## config.mk

```make
export PLATFORM = sky130hd
export DESIGN_NAME = shift_arbiter_flat
export DESIGN_NICKNAME = d
export VERILOG_FILES = /design/src/rtl/shift_arbiter_if.sv /design/src/rtl/shift_arbiter.sv /design/src/flat_wrapper.sv
export SDC_FILE = /design/constraint.sdc
export NUM_CORES = 1
export LEC_CHECK = 0
export BUFFER_PORTS_ARGS = -buffer_cell sky130_fd_sc_hd__buf_2
export CORE_MARGIN = 5
export CORE_UTILIZATION = 42
export DETAILED_ROUTE_END_ITERATION = 8
export PLACE_DENSITY = 0.63
export SLEW_MARGIN = 20
export SYNTH_ARGS = -nofsm -noshare
export SYNTH_HDL_FRONTEND = slang
export SYNTH_SLANG_ARGS = --single-unit
```

## constraint.sdc

```tcl
create_clock -name clk -period 2.8 [get_ports clk]
set_input_delay 0 -clock clk [delete_from_list [all_inputs] [get_ports clk]]
set_output_delay 0 -clock clk [all_outputs]
set_load 0.05 [all_outputs]
```

## src/rtl/shift_arbiter_if.sv

```systemverilog
// Request/response bundle for shift_arbiter.
// Two valid/ready request ports in, one valid/ready response port out.
interface shift_arbiter_if #(
  parameter int TAG_W = 4
) ();
  logic             req0_valid;
  logic             req0_ready;
  logic [1:0]       req0_type;
  logic [31:0]      req0_data;
  logic [4:0]       req0_shamt;
  logic [TAG_W-1:0] req0_tag;

  logic             req1_valid;
  logic             req1_ready;
  logic [1:0]       req1_type;
  logic [31:0]      req1_data;
  logic [4:0]       req1_shamt;
  logic [TAG_W-1:0] req1_tag;

  logic             rsp_valid;
  logic             rsp_ready;
  logic [31:0]      rsp_data;
  logic             rsp_src;
  logic [TAG_W-1:0] rsp_tag;
  logic             rsp_err;

  modport master (
    output req0_valid, req0_type, req0_data,
    output req0_shamt, req0_tag,
    input  req0_ready,
    output req1_valid, req1_type, req1_data,
    output req1_shamt, req1_tag,
    input  req1_ready,
    input  rsp_valid, rsp_data, rsp_src,
    input  rsp_tag, rsp_err,
    output rsp_ready
  );

  modport slave (
    input  req0_valid, req0_type, req0_data,
    input  req0_shamt, req0_tag,
    output req0_ready,
    input  req1_valid, req1_type, req1_data,
    input  req1_shamt, req1_tag,
    output req1_ready,
    output rsp_valid, rsp_data, rsp_src,
    output rsp_tag, rsp_err,
    input  rsp_ready
  );
endinterface

```

## src/rtl/shift_arbiter.sv

```systemverilog
// Round-robin arbiter sharing one shifter between ALU (port 0) and LSU
// (port 1); result held in a one-entry response buffer. Ports: clk, rst_n, bus.
module shifter (
  input  logic [1:0]  i_type,
  input  logic [31:0] i_data,
  input  logic [4:0]  i_shamt,
  output logic [31:0] o_data,
  output logic        o_err
);
  always_comb begin
    o_data = '0;
    o_err  = 1'b0;
    unique case (i_type)
      2'b00: o_data = i_data << i_shamt;
      2'b01: o_data = i_data >> i_shamt;
      2'b10: o_data = $unsigned($signed(i_data) >>> i_shamt);
      default: o_err = 1'b1;
    endcase
  end
endmodule

module shift_arbiter #(
  parameter int TAG_W = 4
) (
  input  logic                 clk,
  input  logic                 rst_n,
  shift_arbiter_if.slave       bus
);
  typedef enum logic {
    EMPTY = 1'b0,
    FULL  = 1'b1
  } state_t;

  state_t           r_state;
  state_t           w_state_nxt;
  logic             r_ptr;
  logic [31:0]      r_data;
  logic             r_src;
  logic [TAG_W-1:0] r_tag;
  logic             r_err;

  logic             w_can_accept;
  logic             w_any;
  logic             w_gnt;
  logic             w_acc;
  logic [1:0]       w_type;
  logic [31:0]      w_data;
  logic [4:0]       w_shamt;
  logic [TAG_W-1:0] w_tag;
  logic [31:0]      w_sh_data;
  logic             w_sh_err;
  logic             w_rsp_valid;

  assign w_rsp_valid  = (r_state == FULL);
  assign w_can_accept = (r_state == EMPTY) |
                        (w_rsp_valid & bus.rsp_ready);
  assign w_any = bus.req0_valid | bus.req1_valid;

  // Pointer only matters when both ports contend.
  assign w_gnt = (bus.req0_valid & bus.req1_valid)
               ? r_ptr : bus.req1_valid;
  assign w_acc = w_any & w_can_accept;

  assign bus.req0_ready = bus.req0_valid & ~w_gnt & w_can_accept;
  assign bus.req1_ready = bus.req1_valid &  w_gnt & w_can_accept;

  assign w_type  = w_gnt ? bus.req1_type  : bus.req0_type;
  assign w_data  = w_gnt ? bus.req1_data  : bus.req0_data;
  assign w_shamt = w_gnt ? bus.req1_shamt : bus.req0_shamt;
  assign w_tag   = w_gnt ? bus.req1_tag   : bus.req0_tag;

  shifter u_shifter (
    .i_type  (w_type),
    .i_data  (w_data),
    .i_shamt (w_shamt),
    .o_data  (w_sh_data),
    .o_err   (w_sh_err)
  );

  always_comb begin
    w_state_nxt = r_state;
    unique case (r_state)
      EMPTY: if (w_acc) w_state_nxt = FULL;
      FULL:  if (bus.rsp_ready && !w_acc)
               w_state_nxt = EMPTY;
      default: w_state_nxt = EMPTY;
    endcase
  end

  always_ff @(posedge clk or negedge rst_n) begin
    if (!rst_n) begin
      r_state <= EMPTY;
      r_ptr   <= 1'b0;
      r_data  <= '0;
      r_src   <= 1'b0;
      r_tag   <= '0;
      r_err   <= 1'b0;
    end else begin
      r_state <= w_state_nxt;
      if (w_acc) begin
        r_ptr  <= ~w_gnt;
        r_data <= w_sh_data;
        r_src  <= w_gnt;
        r_tag  <= w_tag;
        r_err  <= w_sh_err;
      end
    end
  end

  assign bus.rsp_valid = w_rsp_valid;
  assign bus.rsp_data  = r_data;
  assign bus.rsp_src   = r_src;
  assign bus.rsp_tag   = r_tag;
  assign bus.rsp_err   = r_err;
endmodule

```

## src/flat_wrapper.sv

```systemverilog
// flat-port wrapper written by rule: the top's interface ports become plain ports
module shift_arbiter_flat 
#(
  parameter int TAG_W = 4
)
  (clk, rst_n, bus_req0_valid, bus_req0_type, bus_req0_data, bus_req0_shamt, bus_req0_tag, bus_req0_ready, bus_req1_valid, bus_req1_type, bus_req1_data, bus_req1_shamt, bus_req1_tag, bus_req1_ready, bus_rsp_valid, bus_rsp_data, bus_rsp_src, bus_rsp_tag, bus_rsp_err, bus_rsp_ready);
  shift_arbiter_if #(.TAG_W(TAG_W)) bus_i ();
  input  logic clk;
  input  logic rst_n;
  input wire logic [$bits(bus_i.req0_valid)-1:0] bus_req0_valid;
  input wire logic [$bits(bus_i.req0_type)-1:0] bus_req0_type;
  input wire logic [$bits(bus_i.req0_data)-1:0] bus_req0_data;
  input wire logic [$bits(bus_i.req0_shamt)-1:0] bus_req0_shamt;
  input wire logic [$bits(bus_i.req0_tag)-1:0] bus_req0_tag;
  output wire logic [$bits(bus_i.req0_ready)-1:0] bus_req0_ready;
  input wire logic [$bits(bus_i.req1_valid)-1:0] bus_req1_valid;
  input wire logic [$bits(bus_i.req1_type)-1:0] bus_req1_type;
  input wire logic [$bits(bus_i.req1_data)-1:0] bus_req1_data;
  input wire logic [$bits(bus_i.req1_shamt)-1:0] bus_req1_shamt;
  input wire logic [$bits(bus_i.req1_tag)-1:0] bus_req1_tag;
  output wire logic [$bits(bus_i.req1_ready)-1:0] bus_req1_ready;
  output wire logic [$bits(bus_i.rsp_valid)-1:0] bus_rsp_valid;
  output wire logic [$bits(bus_i.rsp_data)-1:0] bus_rsp_data;
  output wire logic [$bits(bus_i.rsp_src)-1:0] bus_rsp_src;
  output wire logic [$bits(bus_i.rsp_tag)-1:0] bus_rsp_tag;
  output wire logic [$bits(bus_i.rsp_err)-1:0] bus_rsp_err;
  input wire logic [$bits(bus_i.rsp_ready)-1:0] bus_rsp_ready;
  assign bus_i.req0_valid = bus_req0_valid;
  assign bus_i.req0_type = bus_req0_type;
  assign bus_i.req0_data = bus_req0_data;
  assign bus_i.req0_shamt = bus_req0_shamt;
  assign bus_i.req0_tag = bus_req0_tag;
  assign bus_req0_ready = bus_i.req0_ready;
  assign bus_i.req1_valid = bus_req1_valid;
  assign bus_i.req1_type = bus_req1_type;
  assign bus_i.req1_data = bus_req1_data;
  assign bus_i.req1_shamt = bus_req1_shamt;
  assign bus_i.req1_tag = bus_req1_tag;
  assign bus_req1_ready = bus_i.req1_ready;
  assign bus_rsp_valid = bus_i.rsp_valid;
  assign bus_rsp_data = bus_i.rsp_data;
  assign bus_rsp_src = bus_i.rsp_src;
  assign bus_rsp_tag = bus_i.rsp_tag;
  assign bus_rsp_err = bus_i.rsp_err;
  assign bus_i.rsp_ready = bus_rsp_ready;
  shift_arbiter #(.TAG_W(TAG_W)) u_core (.clk(clk), .rst_n(rst_n), .bus(bus_i));
endmodule
```

==> run metrics <==
r2r endpoint u_core.bus.rsp_data[29]$_DFFE_PN0P_; Peak supply drop 411 µV; port buffer count 131; TritonRoute pass-1 iters 8; Power, Total 4.56 mW; vias in the first global route 9658; CTS tree built; Rel. slew slack 37.9%; hold path start bus_req0_valid; Final min period 2810 ps; Primary FF master, synth dfrtp_1; # rows 49; Synth cell types 77; Residual DRC 0; final-report max-slew violation count 0; status finished, violations left; Inserted Clock Buffers 5; WL final 41200 µm; largest net degree at the start of global routing 51; Post-synth EDFFs 0; Final HPWL DP 32500 µm; Post-CTS Setup Bufs 0; Worst path max stage delay 410 ps; Top delay family on crit path compound AO/OA/AOI/OAI gates; Crit-path slowest cell dfrtp_1; hold path depth 3; FF/Latch Area 0.00100 mm²; buffer and inverter count on the worst path 3; grt total ovfl 0; antenna violations before repair 1; Die W 145 µm; CP Launch Type flip-flop; CTS root buf clkbuf_16; max_cap viols 0; Ports 132; share of cells above drive strength 1 30.7%; fmax 356 MHz; overall global routing resource usage 37.2%; Mapped Nets 1146; worst-path cell chain nor2b_2, buf_12, nor3_4, buf_12, a2111oi_1, a211oi_1, a31oi_1, buf_4, a221o_1, nand2_1, a221o_1; multi-input logic area 0.00619 mm²; crit path kind flip-flop to flip-flop; hold endpoint u_core.bus.rsp_valid$_DFF_PN0_; Clock Path Buffers 2; unrepaired setup endpoints after global routing no; Clock Pin Slew Worst Setup and Hold Paths 60 ps; Fill cells 1800; Final setup viols 1; # H-tree levels 2; Worst Reg-to-Reg Cells 11; first-pass GRT wire length 61600 µm; failing checks negative setup slack; ys async rst share 100%; post-route ant nets 0; utilization after layout 54.8%; R2R Setup Slk -8 ps; worst-margin pin slew 932 ps; Synth-to-Final Area Change 28.8%; DR iter-0 viols 1370; WHS 45.3 ps; nets@finish 1348; GP Congestion 1.02; pwr dens 463 mW/mm²; total number of yosys warnings 0; core area 0.0180 mm²; Worst Setup Slack, final -7.92 ps; crit-path max FO 19; Worst-Skew Late Latency 290 ps; Die Span Y 145 µm; Reg-to-Reg Start u_core.r_ptr$_DFFE_PN0P_; die area 0.0210 mm²; crit end category flip-flop; netlist area before placement 0.00764 mm²; initial core utilization 42.6%; Avg Inst Size Synth 7.25 µm²; CP Data Arrival Time 2980 ps; clock net sink count 40; Synth Register Bits 40; Layout Skew 6.69 ps; Worst EP required 2970 ps; Tcrit/Tclk final 100%; Fin. Hold Viols 0; Worst Hold Class input port to flip-flop; Seq/Total Area, Yosys 13.1%; DR vias/cell 6.84; cells after synthesis 1055; Via Count 10183; P_leak 4.31 nW; DR WL/cell 27.7 µm
## per-layer routing
layer	vias to the layer above	track usage (%)	share of wire [%]
met5	-	0	0.036
met3	125	8.08	10
met2	650	57.4	44
met4	2	15.1	4.7
li1	4524	-	-
met1	4882	50.4	41
## cell type report
cell class / instances / share of cell area (%)
repair buffers: 299 / 22.0
multi-input cells: 901 / 62.9
diodes: 1 / 0.0254
inverters: 10 / 0.381
flip-flops and latches: 40 / 10.2
clock buffers: 6 / 1.31
well taps: 229 / 2.91
clock inverters: 2 / 0.356
## cell families after synthesis
family,Yosys count,synth area share (%)
AND/OR/NAND/NOR,347,21.8
flip-flops,40,13.1
multiplexers,165,23.2
AO/OA/AOI/OAI,389,34.8
buffers and inverters,114,7.22
## stage by stage
| stage | setup slack (ps) | setup TNS [ps] | cells | cell area, µm² |
|---|---|---|---|---|
| 2_1_floorplan | 448 | 0 | 1055 | 7640 |
| 3_3_place_gp | -99.4 | -125 | 1470 | 9530 |
| 3_5_place_dp | -21.4 | -21.4 | 1470 | 9530 |
| 4_1_cts | 23.9 | 0 | 1487 | 9780 |
| 5_1_grt | 3.01 | 0 | 1487 | 9850 |
| 6_report | -7.92 | -7.92 | 1488 | 9850 |
## where the power goes
| group | switching [mW] | total, mW | internal [mW] |
|---|---|---|---|
| registers | 0.0607 | 0.741 | 0.680 |
| clock network | 0.257 | 0.677 | 0.420 |
| logic | 2.02 | 3.14 | 1.12 |
## layout by cell type (no fill, tap or decap), types with 10 or more instances in the layout
| master | n |
|---|---|
| buf_4 | 141 |
| buf_2 | 131 |
| mux2i_1 | 112 |
| nand2_1 | 93 |
| nor2_1 | 84 |
| o21ai_0 | 77 |
| a21oi_1 | 62 |
| nand3_1 | 50 |
| mux2_2 | 45 |
| a211oi_1 | 43 |
| dfrtp_1 | 40 |
| o211ai_1 | 32 |
| nor3_1 | 29 |
| a31oi_1 | 26 |
| buf_12 | 18 |
| o31ai_1 | 15 |
| a22oi_1 | 13 |
| nand4_1 | 12 |
| nor2b_1 | 11 |
| o21ai_1 | 11 |
| o221ai_1 | 11 |
| and3_1 | 10 |
## worst min-delay path, cell delays in order
cell and delay (ps):
buf_2 170, nor2_1 70, nand2_1 70
## how the worst max path moves through the flow
stage	from	endpoint	slack, ps	cells past startpoint
2_1_floorplan	u_core.r_ptr$_DFFE_PN0P_	u_core.bus.rsp_tag[0]$_DFFE_PN0P_	450	9
3_3_place_gp	u_core.r_ptr$_DFFE_PN0P_	u_core.bus.rsp_data[26]$_DFFE_PN0P_	-100	10
3_5_place_dp	u_core.r_ptr$_DFFE_PN0P_	u_core.bus.rsp_data[26]$_DFFE_PN0P_	-20	10
4_1_cts	u_core.r_ptr$_DFFE_PN0P_	u_core.bus.rsp_data[29]$_DFFE_PN0P_	20	11
5_1_grt	u_core.r_ptr$_DFFE_PN0P_	u_core.bus.rsp_data[29]$_DFFE_PN0P_	3	11
6_report	u_core.r_ptr$_DFFE_PN0P_	u_core.bus.rsp_data[29]$_DFFE_PN0P_	-8	11
## registers in the layout (all words and copies together), names as in the netlist
| name | cells |
|---|---|
| u_core.bus.rsp_err | 1 |
| u_core.bus.rsp_tag | 4 |
| u_core.bus.rsp_data | 32 |
| u_core.bus.rsp_valid | 1 |
| u_core.r_ptr | 1 |
| u_core.bus.rsp_src | 1 |
## repair_timing
item	4_1_cts	5_1_grt
cloned	0	0
pin swaps	0	1
endpoints found under the setup margin	1	19
hold buffers	9	0
endpoints found under the hold margin	44	0
gates resized for setup	1	18
## synthesized netlist by cell type, drive strengths merged, types with 11 or more instances
library cell / n / area [µm²]
o211ai: 32 / 240
nand2: 99 / 382
a211oi: 43 / 323
nor3: 31 / 166
nor2: 89 / 347
buf: 77 / 413
o31ai: 17 / 133
dfrtp: 40 / 1000
o221ai: 11 / 96.3
a31oi: 26 / 163
nor2b: 12 / 75.1
a21oi: 63 / 315
clkbuf: 27 / 101
nand3: 50 / 250
nand4: 12 / 75.1
mux2i: 115 / 1150
o21ai: 91 / 470
a22oi: 13 / 97.6
mux2: 45 / 507
(Power assumes the default switching activity.)
